`src/rtl/ysyx_23060191_gpr_wb_arbiter.sv`:
```
// GPR write-port owner: round-robin EXU/LSU write-back arbiter with a registered output stage
// and a per-register busy scoreboard used by IDU for RAW stalls.
module ysyx_23060191_gpr_wb_arbiter #(
    parameter int unsigned CPU_WIDTH = 32,
    parameter int unsigned NREG      = 32
) (
    input  logic                 clk,
    input  logic                 rst_n,
    input  logic                 exu_valid,
    output logic                 exu_ready,
    input  logic [4:0]           exu_rd,
    input  logic [CPU_WIDTH-1:0] exu_data,
    input  logic                 lsu_valid,
    output logic                 lsu_ready,
    input  logic [4:0]           lsu_rd,
    input  logic [CPU_WIDTH-1:0] lsu_data,
    input  logic                 issue_valid,
    input  logic [4:0]           issue_rd,
    input  logic [4:0]           query_rs1,
    input  logic [4:0]           query_rs2,
    output logic                 busy_rs1,
    output logic                 busy_rs2,
    output logic                 wr_en_Rd,
    output logic [4:0]           addr_Rd,
    output logic [CPU_WIDTH-1:0] data_Rd
);

    typedef enum logic {GrantExu, GrantLsu} grant_e;

    grant_e                last_grant_q;
    logic                  wr_en_q;
    logic [4:0]            addr_q;
    logic [CPU_WIDTH-1:0]  data_q;
    logic [NREG-1:0]       busy_q;
    logic [NREG-1:0]       busy_d;

    logic                  grant_exu;
    logic                  grant_lsu;
    logic                  granted;
    logic [4:0]            win_rd;
    logic [CPU_WIDTH-1:0]  win_data;

    // Ties go to whichever requester did not win last time.
    always_comb begin
        grant_exu = exu_valid && (!lsu_valid || (last_grant_q == GrantLsu));
        grant_lsu = lsu_valid && !grant_exu;
        granted   = grant_exu || grant_lsu;
        win_rd    = grant_exu ? exu_rd : lsu_rd;
        win_data  = grant_exu ? exu_data : lsu_data;
    end

    assign exu_ready = grant_exu;
    assign lsu_ready = grant_lsu;

    // Clear happens on the GPR write edge; a same-edge issue of the same rd re-sets it.
    always_comb begin
        busy_d   = busy_q;
        busy_rs1 = 1'b0;
        busy_rs2 = 1'b0;
        for (int unsigned r = 1; r < NREG; r++) begin
            if (wr_en_q && (addr_q == 5'(r))) begin
                busy_d[r] = 1'b0;
            end
            if (issue_valid && (issue_rd == 5'(r))) begin
                busy_d[r] = 1'b1;
            end
            if (query_rs1 == 5'(r)) begin
                busy_rs1 = busy_q[r];
            end
            if (query_rs2 == 5'(r)) begin
                busy_rs2 = busy_q[r];
            end
        end
        busy_d[0] = 1'b0;
    end

    always_ff @(posedge clk or negedge rst_n) begin
        if (!rst_n) begin
            last_grant_q <= GrantLsu;
            wr_en_q      <= 1'b0;
            addr_q       <= '0;
            data_q       <= '0;
            busy_q       <= '0;
        end else begin
            // x0 writes complete the handshake but never reach the GPR.
            wr_en_q <= granted && (win_rd != 5'd0);
            if (granted) begin
                addr_q       <= win_rd;
                data_q       <= win_data;
                last_grant_q <= grant_exu ? GrantExu : GrantLsu;
            end
            busy_q <= busy_d;
        end
    end

    assign wr_en_Rd = wr_en_q;
    assign addr_Rd  = addr_q;
    assign data_Rd  = data_q;

endmodule
```
`config.mk`:
```
export PLATFORM = sky130hd
export DESIGN_NAME = ysyx_23060191_gpr_wb_arbiter
export DESIGN_NICKNAME = d
export VERILOG_FILES = /design/src/rtl/ysyx_23060191_gpr_wb_arbiter.sv
export SDC_FILE = /design/constraint.sdc
export NUM_CORES = 1
export LEC_CHECK = 0
export BUFFER_PORTS_ARGS = -buffer_cell sky130_fd_sc_hd__buf_4
export CAP_MARGIN = 0
export CORE_UTILIZATION = 55
export CTS_CLUSTER_DIAMETER = 40
export DETAILED_ROUTE_END_ITERATION = 6
export GPL_TIMING_DRIVEN = 1
export PLACE_DENSITY = 0.94
export SYNTH_ARGS = -nofsm -noshare
export SYNTH_HDL_FRONTEND = slang
export SYNTH_SLANG_ARGS = --single-unit
```
`constraint.sdc`:
```
create_clock -name clk -period 3.1 [get_ports clk]
set_input_delay 0.155 -clock clk [delete_from_list [all_inputs] [get_ports clk]]
set_output_delay 0.155 -clock clk [all_outputs]
set_load 0.1 [all_outputs]
```
### Word level (Yosys, flattened, before mapping)

Index checks and enable logic that the tools add are counted.

* input port bits: 94
* memories: 0
* bits in latches: 0
* register bits: 70
* memory bits (read-only): 0
* output and inout bits: 42
* bits in writable memories: 0

* reductions and logical operators: 101
* mux-type cells: 127
* shifts and indexed selects: 0
* $add $sub $neg: 0
* equality and inequality tests: 124
* multipliers: 0
* div/mod/pow operators: 0
* bitwise gates (word level): 0
* order comparisons: 0

Operators by type and width (count)
* 5-bit == test (second input constant): 64
* 5-bit by 4-bit == test with 1-bit output (second input constant): 32
* 1-bit two-way mux: 125
* 5-bit by 3-bit == test with 1-bit output (second input constant): 16
* 1-bit logical AND: 65
* 2-bit nonzero test: 31
* 5-bit by 2-bit == test with 1-bit output (second input constant): 8
* 32-bit two-way mux: 1
* 5-bit by 1-bit == test with 1-bit output (second input constant): 4
* 5-bit two-way mux: 1
* 5-bit nonzero test: 1
* 1-bit logical NOT: 2
* 1-bit logical OR: 2

### Logic depth before layout (Yosys ltp)

Gate-level depths: netlist of run 1.

* depth in word-level cells: 32
* gate-level depth with buffers: 7

### Worst setup path before layout of run 1

OpenSTA, ideal clock, no wires.

* path type: input port to output port
* start point: in query_rs1[2]
* end point: out busy_rs1
* setup slack: 0.282 ns
* cell stages on the path: 6
* path buffers: 2
* required time: 2.945 ns
* arrival time: 2.663 ns
* path through: buf_2 -> clkbuf_1 -> a221oi_1 -> nor4_1 -> o221ai_1 -> a32oi_1

* word-level cells in the longest chain between the ends: 32
* elaborated cells on any way between the ends: 62
* classes of those cells: eq/ne: 31; mux: 31

RTL lines
* start, declared: line 19 `input logic [4:0] query_rs1,`
* 5-bit by 1-bit == test with 1-bit output: line 67 `if (query_rs1 == 5'(r)) begin`
* 1-bit two-way mux (30 in series): line 67
* 1-bit two-way mux (*): line 67
* end, declared: line 21 `output logic busy_rs1,`

Every way passes the cells marked *; elsewhere a longest branch is shown, timed or not.

### Final worst setup path of run 1

* start point: reg busy_q[11]
* end point: out busy_rs1

* word-level cells in the longest chain between the ends: 21

RTL lines
* start, declared: line 34 `logic [NREG-1:0] busy_q;`
* start signal, assigned: line 92 `busy_q <= busy_d;`
* 1-bit two-way mux (21 in series): line 67

Every way passes these cells.

==> run_summary.xml, run 1 <==
<?xml version="1.0" encoding="UTF-8"?>
<metrics>
  <group name="outcome">
    <metric name="status" unit="">complete, no violations</metric>
  </group>
  <group name="yosys">
    <metric name="synthesis.nets" unit="">523</metric>
    <metric name="number_of_cells_produced_by_synthesis" unit="">429</metric>
    <metric name="synth_warnings" unit="">0</metric>
    <metric name="ys_seq_area_share" unit="%">44.34</metric>
    <metric name="async_flop_share" unit="%">100.0</metric>
    <metric name="synth.distinct_cells" unit="">52</metric>
    <metric name="synth.cell_area" unit="µm²">3954</metric>
    <metric name="dominantRegCellSynth" unit="">sky130_fd_sc_hd__dfrtp_1</metric>
    <metric name="post_synth_edffs" unit="">0</metric>
    <metric name="post_syn_area_per_cell" unit="µm²">9.216</metric>
    <metric name="ys_seq_elements" unit="">70</metric>
  </group>
  <group name="global_route">
    <metric name="initial_antenna_violation_count" unit="">0</metric>
    <metric name="grt_max_degree" unit="">71</metric>
    <metric name="grt_use_total" unit="%">38.53</metric>
    <metric name="first_global_vias" unit="">4279</metric>
    <metric name="first_pass_grt_wire_length" unit="mm">21.52</metric>
    <metric name="globalRouteOverflowTotal" unit="">0</metric>
  </group>
  <group name="timing">
    <metric name="clock_skews" unit="ns">0.004738</metric>
    <metric name="min_period_over_period" unit="%">73.66</metric>
    <metric name="max-slew-margin-rel" unit="%">40.38</metric>
    <metric name="finalSetupTns" unit="ns">0</metric>
    <metric name="grt_setup_unrepaired" unit="">false</metric>
    <metric name="achievable-frequency" unit="MHz">437.9</metric>
    <metric name="hold_slack" unit="ns">0.04397</metric>
    <metric name="final.min_clock_period" unit="ns">2.284</metric>
    <metric name="transition_at_the_pin_with_the_smallest_max_transition_slack" unit="ns">0.8942</metric>
    <metric name="report.final.hold_viol_count" unit="">0</metric>
    <metric name="finalSetupViolCount" unit="">0</metric>
    <metric name="drv_slew" unit="">0</metric>
  </group>
  <group name="cts">
    <metric name="hold_buffers" unit="">2</metric>
    <metric name="number_of_cts_inserted_buffers" unit="">9</metric>
    <metric name="cts_num_sinks" unit="">70</metric>
    <metric name="clk_latency" unit="ns">0.36</metric>
    <metric name="clockBufferDepth" unit="">2</metric>
    <metric name="ctsResizeCount" unit="">0</metric>
    <metric name="htreeDepth" unit="">3</metric>
    <metric name="post-cts-setup-buffers" unit="">0</metric>
    <metric name="clk_pin_slew" unit="ns">0.08</metric>
    <metric name="clock-root-buffer" unit="">sky130_fd_sc_hd__clkbuf_8</metric>
    <metric name="cts_tree" unit="">yes</metric>
  </group>
  <group name="power">
    <metric name="pwr-share-seq" unit="%">38.1</metric>
    <metric name="total_power" unit="mW">3.861</metric>
    <metric name="p_clk_share" unit="%">23.6</metric>
    <metric name="internal_power" unit="mW">2.173</metric>
    <metric name="netSwitchingFraction" unit="%">43.73</metric>
    <metric name="pwr_density_cell" unit="nW/µm²">737.7</metric>
    <metric name="max-vdd-ir-drop" unit="mV">0.5794</metric>
    <metric name="p_leak" unit="nW">2.325</metric>
    <metric name="comb_power_share" unit="%">38.3</metric>
    <metric name="total_switching_power" unit="mW">1.688</metric>
  </group>
  <group name="drt">
    <metric name="first_iter_violations" unit="">478</metric>
    <metric name="post-route-drc-count" unit="">0</metric>
    <metric name="top_signal_layer_used" unit="">met4</metric>
    <metric name="wire_per_inst" unit="µm">21.31</metric>
    <metric name="route.met3.wl" unit="mm">1.392</metric>
    <metric name="routed-via-count" unit="">4173</metric>
    <metric name="antenna_violating_nets_post_route" unit="">0</metric>
    <metric name="drt_pre_antenna_iters" unit="">5</metric>
    <metric name="vias_per_cell" unit="">6.400</metric>
    <metric name="route.layer.met1.wl" unit="mm">4.899</metric>
    <metric name="wirelength" unit="mm">13.89</metric>
    <metric name="met2_length" unit="mm">6.777</metric>
  </group>
  <group name="flow_run">
    <metric name="drv_cap" unit="">0</metric>
  </group>
  <group name="placement">
    <metric name="dpl.hpwl" unit="mm">9.092</metric>
    <metric name="portBuffers" unit="">135</metric>
    <metric name="placed_cells" unit="">634</metric>
    <metric name="gp_congestion" unit="">0.9556</metric>
  </group>
  <group name="setup_path">
    <metric name="worst_r2r_endpoint" unit="">data_Rd[23]</metric>
    <metric name="arrival_time_of_the_worst_setup_path" unit="ns">2.13</metric>
    <metric name="regToRegSetupSlack" unit="ns">1.06</metric>
    <metric name="critical_path_class" unit="">register to output port</metric>
    <metric name="path_max_fanout" unit="">3</metric>
    <metric name="timing.reg2reg.worst_path_depth" unit="">6</metric>
    <metric name="start_kind" unit="">register</metric>
    <metric name="cp_data_required_time" unit="ns">2.94</metric>
    <metric name="cp-end-kind" unit="">output port</metric>
    <metric name="critical_path.reg2reg.startpoint" unit="">last_grant_q</metric>
  </group>
  <group name="die">
    <metric name="floorplan.initialDensity" unit="%">57.56</metric>
    <metric name="floorplan.io_pins" unit="">136</metric>
    <metric name="overall_die_area" unit="µm²">7532</metric>
    <metric name="die_width" unit="µm">86.79</metric>
    <metric name="row_count" unit="">30</metric>
    <metric name="dieHeight" unit="µm">86.79</metric>
    <metric name="core_area" unit="µm²">6869</metric>
  </group>
  <group name="worst_hold_path">
    <metric name="min_path_type" unit="">input port to register</metric>
    <metric name="worstHoldPathCells" unit="">3</metric>
    <metric name="worst_hold_path.endpoint" unit="">data_Rd[3]</metric>
    <metric name="hold_start" unit="">exu_data[3]</metric>
  </group>
  <group name="finish">
    <metric name="diodes_inserted" unit="">0</metric>
    <metric name="num-fill-cells" unit="">446</metric>
    <metric name="stdcell_count" unit="">652</metric>
    <metric name="post_route_cells_drive_above_1_share" unit="%">28.96</metric>
    <metric name="area_growth_syn_to_layout" unit="%">32.37</metric>
    <metric name="final_common_cell" unit="">sky130_fd_sc_hd__buf_4</metric>
    <metric name="layout.nets" unit="">645</metric>
    <metric name="layout_common_cells" unit="">sky130_fd_sc_hd__buf_4 (137), sky130_fd_sc_hd__o21ai_0 (70), sky130_fd_sc_hd__dfrtp_1 (69)</metric>
  </group>
</metrics>
[worst max path at each step]
stage / start / endpoint
4_1_cts: busy_q[11] / busy_rs1
3_5_place_dp: query_rs1[0] / busy_rs1
6_report: busy_q[11] / busy_rs1
5_1_grt: busy_q[11] / busy_rs1
2_1_floorplan: query_rs1[2] / busy_rs1
3_3_place_gp: query_rs2[0] / busy_rs2
[state kept, by name (all words and copies together) (netlist names)]
register	flops
last_grant_q	1
busy_q	31
wr_en_Rd	1
data_Rd	32
addr_Rd	5
[power by group through the flow]
stage / Sequential (mW) / Clock (mW) / Combinational, mW
global placement: 1.44 / 0 / 1.41
detailed placement: 1.46 / 0 / 1.44
finish: 1.47 / 0.911 / 1.48
CTS: 1.46 / 0.903 / 1.47
floorplan: 1.83 / 0 / 0.584
global route: 1.49 / 0.942 / 1.57
[Yosys cell counts (all sizes together), types with 4 or more instances]
cell type	number	area [µm²]
inv	8	30.03
clkbuf	14	52.55
o21ai	70	350.3
a21oi	40	200.2
mux2i	43	430.4
nor2b	18	112.6
buf	14	76.33
nor2	46	172.7
nand2b	7	43.79
nand4	4	25.02
mux2	5	60.05
nand2	19	71.32
dfrtp	69	1727
nand3	11	55.05
[worst max-delay path, stage by stage (launching register included)]
cell and delay, ns:
sky130_fd_sc_hd__dfrtp_1 0.39, sky130_fd_sc_hd__mux4_2 0.49, sky130_fd_sc_hd__o221ai_1 0.20, sky130_fd_sc_hd__nand3_1 0.10, sky130_fd_sc_hd__o221ai_1 0.20, sky130_fd_sc_hd__a32oi_1 0.13
sky130_fd_sc_hd__buf_4 0.25
[final cells by class]
| type | instances | area [µm²] | share of cell area, % |
|---|---|---|---|
| inverter | 8 | 30.03 | 0.5738 |
| timing repair buffer | 139 | 1049 | 20.03 |
| multi-input combinational | 323 | 2044 | 39.06 |
| clock inverter | 6 | 110.1 | 2.104 |
| sequential | 70 | 1753 | 33.49 |
| clock buffer | 10 | 127.6 | 2.438 |
| tap | 96 | 120.1 | 2.295 |
[kinds of logic (layout without fill, tap and decap cells)]
| logic type | Yosys count | after routing | synth area share [%] |
|---|---|---|---|
| AOI/OAI and AO/OA | 143 | 143 | 20.76 |
| buffers and inverters | 36 | 163 | 4.019 |
| DFF | 70 | 70 | 44.34 |
| muxes | 51 | 51 | 14.11 |
| and+or+nand+nor | 129 | 129 | 16.77 |
[stage by stage]
stage	setup WS (ns)	utilization (%)	area, µm²
4_1_cts	0.8042	76.19	5234
3_5_place_dp	1.127	72.44	4976
6_report	0.8165	76.19	5234
5_1_grt	0.7128	76.19	5234
3_3_place_gp	1.169	72.44	4976
2_1_floorplan	0.2822	-	3954
[layer usage]
metal | vias to the layer above | track usage, %
met4 | 0 | 23.48
met2 | 318 | 63.85
met3 | 81 | 11.52
met5 | - | 0
met1 | 1959 | 43.82
li1 | 1815 | -
Power figures use the tool's default switching activity.
==> inputs of run 2 (changes only) <==
- ABC_AREA: default -> 1
- CORE_UTILIZATION: 55 -> 46
- PLACE_DENSITY: 0.94 -> 0.84
- clock period: 3.1 -> 2.1 ns (I/O delays scaled with it)
==> run_summary.xml, run 2 <==
<?xml version="1.0" encoding="UTF-8"?>
<metrics>
  <group name="die">
    <metric name="floorplan.initialDensity" unit="%">47.38</metric>
    <metric name="floorplan.io_pins" unit="">136</metric>
    <metric name="overall_die_area" unit="µm²">9320</metric>
    <metric name="die_width" unit="µm">96.54</metric>
    <metric name="row_count" unit="">34</metric>
    <metric name="core_area" unit="µm²">8678</metric>
    <metric name="dieHeight" unit="µm">96.54</metric>
  </group>
  <group name="power">
    <metric name="netSwitchingFraction" unit="%">47.36</metric>
    <metric name="p_leak" unit="nW">3.101</metric>
    <metric name="pwr-share-seq" unit="%">40.4</metric>
    <metric name="max-vdd-ir-drop" unit="mV">0.6754</metric>
    <metric name="pwr_density_cell" unit="nW/µm²">868.5</metric>
    <metric name="p_clk_share" unit="%">19.0</metric>
    <metric name="internal_power" unit="mW">2.865</metric>
    <metric name="comb_power_share" unit="%">40.6</metric>
    <metric name="total_switching_power" unit="mW">2.577</metric>
  </group>
  <group name="finish">
    <metric name="seqCellArea" unit="µm²">1753</metric>
    <metric name="stdcell_count" unit="">939</metric>
    <metric name="num-fill-cells" unit="">593</metric>
    <metric name="largest_register_ffs" unit="">32</metric>
    <metric name="layout.nets" unit="">921</metric>
    <metric name="area_growth_syn_to_layout" unit="%">52.40</metric>
    <metric name="multiInputGateArea" unit="µm²">2107</metric>
    <metric name="final_common_cell" unit="">sky130_fd_sc_hd__nand2_1</metric>
    <metric name="final_core_occ" unit="%">72.20</metric>
    <metric name="post_route_cells_drive_above_1_share" unit="%">25.03</metric>
    <metric name="diodes_inserted" unit="">0</metric>
    <metric name="layout_common_cells" unit="">sky130_fd_sc_hd__nand2_1 (241), sky130_fd_sc_hd__buf_4 (163), sky130_fd_sc_hd__dfrtp_1 (69)</metric>
  </group>
  <group name="setup_path">
    <metric name="worstPathCellList" unit="">inv_1, nor2_1, nor2_1, nand2_1, nand2_1, nand4_1, nand2_1, nand2_1, nand2_1, nand3_1, nand2_1, nand4_1, nand2_1, nand3_1, nand2_1, nand4_1, nor2_1, nand4_1, nand2_1, nand3_2, buf_6</metric>
    <metric name="slowest_stage" unit="">sky130_fd_sc_hd__dfrtp_1</metric>
    <metric name="arrival_time_of_the_worst_setup_path" unit="ns">2.37</metric>
    <metric name="critical_path_class" unit="">register to output port</metric>
    <metric name="start_kind" unit="">register</metric>
    <metric name="slowest_delay" unit="ns">0.41</metric>
    <metric name="cp_data_required_time" unit="ns">2.00</metric>
    <metric name="cp-end-kind" unit="">output port</metric>
    <metric name="critPathMostFrequentCell" unit="">sky130_fd_sc_hd__nand2_1</metric>
    <metric name="path_max_fanout" unit="">2</metric>
  </group>
  <group name="cts">
    <metric name="cts_tree" unit="">yes</metric>
    <metric name="clk_latency" unit="ns">0.37</metric>
    <metric name="cts_num_sinks" unit="">70</metric>
    <metric name="clock-root-buffer" unit="">sky130_fd_sc_hd__clkbuf_8</metric>
    <metric name="clk_pin_slew" unit="ns">0.08</metric>
    <metric name="clockBufferDepth" unit="">2</metric>
    <metric name="htreeDepth" unit="">3</metric>
    <metric name="number_of_cts_inserted_buffers" unit="">9</metric>
  </group>
  <group name="placement">
    <metric name="gp_congestion" unit="">0.9729</metric>
    <metric name="placed_cells" unit="">858</metric>
    <metric name="portBuffers" unit="">135</metric>
    <metric name="dpl.hpwl" unit="mm">10.67</metric>
  </group>
  <group name="yosys">
    <metric name="synth_top_area_share" unit="%">42.00</metric>
    <metric name="number_of_cells_produced_by_synthesis" unit="">608</metric>
    <metric name="dominantRegCellSynth" unit="">sky130_fd_sc_hd__dfrtp_1</metric>
    <metric name="synth.distinct_cells" unit="">33</metric>
    <metric name="netlist_top_cells_area" unit="">sky130_fd_sc_hd__dfrtp_1 (42%), sky130_fd_sc_hd__nand2_1 (22%), sky130_fd_sc_hd__nand3_1 (8.3%), sky130_fd_sc_hd__nor2_1 (5.1%), sky130_fd_sc_hd__o21ai_0 (4.6%)</metric>
    <metric name="synthesis.nets" unit="">702</metric>
    <metric name="synth_top_cells_by_count" unit="">sky130_fd_sc_hd__nand2_1 (242), sky130_fd_sc_hd__dfrtp_1 (69), sky130_fd_sc_hd__nand3_1 (68)</metric>
    <metric name="synthMostInstantiatedCell" unit="">sky130_fd_sc_hd__nand2_1</metric>
    <metric name="yosys.area.top_type" unit="">sky130_fd_sc_hd__dfrtp_1</metric>
    <metric name="post_synth_edffs" unit="">0</metric>
    <metric name="synth_warnings" unit="">0</metric>
    <metric name="ys_seq_elements" unit="">70</metric>
    <metric name="async_flop_share" unit="%">100.0</metric>
    <metric name="ys_seq_area_share" unit="%">42.64</metric>
    <metric name="synth.cell_area" unit="µm²">4111</metric>
    <metric name="post_syn_area_per_cell" unit="µm²">6.762</metric>
  </group>
  <group name="global_route">
    <metric name="initial_antenna_violation_count" unit="">0</metric>
    <metric name="grt_max_degree" unit="">71</metric>
    <metric name="globalRouteOverflowTotal" unit="">0</metric>
    <metric name="first_global_vias" unit="">5475</metric>
    <metric name="first_pass_grt_wire_length" unit="mm">28.53</metric>
    <metric name="grt_use_total" unit="%">42.38</metric>
  </group>
  <group name="timing">
    <metric name="min_period_over_period" unit="%">118.0</metric>
    <metric name="grt_setup_unrepaired" unit="">true</metric>
    <metric name="final.min_clock_period" unit="ns">2.478</metric>
    <metric name="report.final.hold_viol_count" unit="">0</metric>
    <metric name="finalSetupViolCount" unit="">2</metric>
    <metric name="clock_skews" unit="ns">0.01574</metric>
    <metric name="drv_slew" unit="">0</metric>
    <metric name="max-slew-margin-rel" unit="%">41.10</metric>
    <metric name="achievable-frequency" unit="MHz">403.5</metric>
    <metric name="fin_ws" unit="ns">-0.3785</metric>
    <metric name="transition_at_the_pin_with_the_smallest_max_transition_slack" unit="ns">0.8835</metric>
  </group>
  <group name="drt">
    <metric name="routed-via-count" unit="">5619</metric>
    <metric name="vias_per_cell" unit="">5.984</metric>
    <metric name="first_iter_violations" unit="">793</metric>
    <metric name="wire_per_inst" unit="µm">20.07</metric>
    <metric name="post-route-drc-count" unit="">1</metric>
    <metric name="wirelength" unit="mm">18.84</metric>
    <metric name="drt_pre_antenna_iters" unit="">7</metric>
    <metric name="antenna_violating_nets_post_route" unit="">0</metric>
  </group>
  <group name="worst_hold_path">
    <metric name="min_path_type" unit="">input port to register</metric>
  </group>
  <group name="outcome">
    <metric name="status" unit="">complete, but fails checks</metric>
    <metric name="failing_checks" unit="">DRC, setup timing</metric>
  </group>
  <group name="flow_run">
    <metric name="drv_cap" unit="">0</metric>
  </group>
</metrics>
==> run 2: layout make-up <==
type	instances	area share, %
timing repair buffer	230	30.41
multi-input combinational	466	33.63
sequential	70	27.98
inverter	50	3.035
clock inverter	3	0.3195
tap	108	2.157
clock buffer	12	2.476
==> run 2: power by group through the flow <==
stage          logic (mW)  clock network (mW)  registers [mW]
3_5_place_dp         1.94                   0            2.16
3_3_place_gp         1.91                   0            2.15
2_1_floorplan       0.696                   0            2.61
4_1_cts              2.08               0.986            2.14
5_1_grt              2.34                1.08            2.21
6_report             2.21                1.03            2.20
==> run 2: repair_timing <==
action                                  CTS  global route
resized for setup                         5             5
hold buffers                             65             0
buffers inserted                          0             1
endpoints found under the setup margin    2             8
endpoints found under the hold margin   101             0
==> run 2: worst max-delay path, delay by kind of cell, from the launching register on <==
kind,cells,cell delay (ns)
simple gates,19,1.26
flops,1,0.41
buf+inv,2,0.32
==> run 2: through the flow <==
step	hold slack [ns]	area (µm²)	worst slack, ns	power [mW]	TNS (ns)
floorplan	-0.1906	4120	0.01496	3.306	0
global placement	0.2729	5399	0.007800	4.054	0
detailed placement	0.2741	5399	-0.004795	4.099	-0.004795
CTS	0.03211	6241	-0.3500	5.209	-0.6683
global route	0.05189	6266	-0.6330	5.625	-1.258
finish	0.06461	6266	-0.3785	5.442	-0.7016
==> run 2: layer usage <==
| layer | vias to the layer above | wire length [µm] | GRT usage, % |
|---|---|---|---|
| met5 | - | 0 | 0 |
| li1 | 2396 | - | - |
| met3 | 144 | 2158 | 12.28 |
| met4 | 0 | 1375 | 24.75 |
| met1 | 2556 | 6689 | 50.03 |
| met2 | 523 | 8620 | 68.66 |
==> run 2: logic make-up (layout without fill, tap and decap cells) <==
family | Yosys count | after routing | synth area share [%]
and+or+nand+nor | 405 | 405 | 41.75
buffers and inverters | 72 | 295 | 6.786
AOI/OAI and AO/OA | 56 | 56 | 7.608
muxes | 5 | 5 | 1.217
DFF | 70 | 70 | 42.64
==> run 2: path summary, 6_finish.rpt <==
path	slack (ns)	start	end	cells past startpoint
max	-0.38	busy_q[4]	busy_rs1	21
min	0.06	lsu_valid	last_grant_q	3
max reg2reg	0.11	last_grant_q	data_Rd[17]	6
min reg2reg	0.53	busy_q[3]	busy_q[3]	2
max in group asynchronous	1.11	rst_n	busy_q[23]	2
min in group asynchronous	0.39	rst_n	data_Rd[11]	2
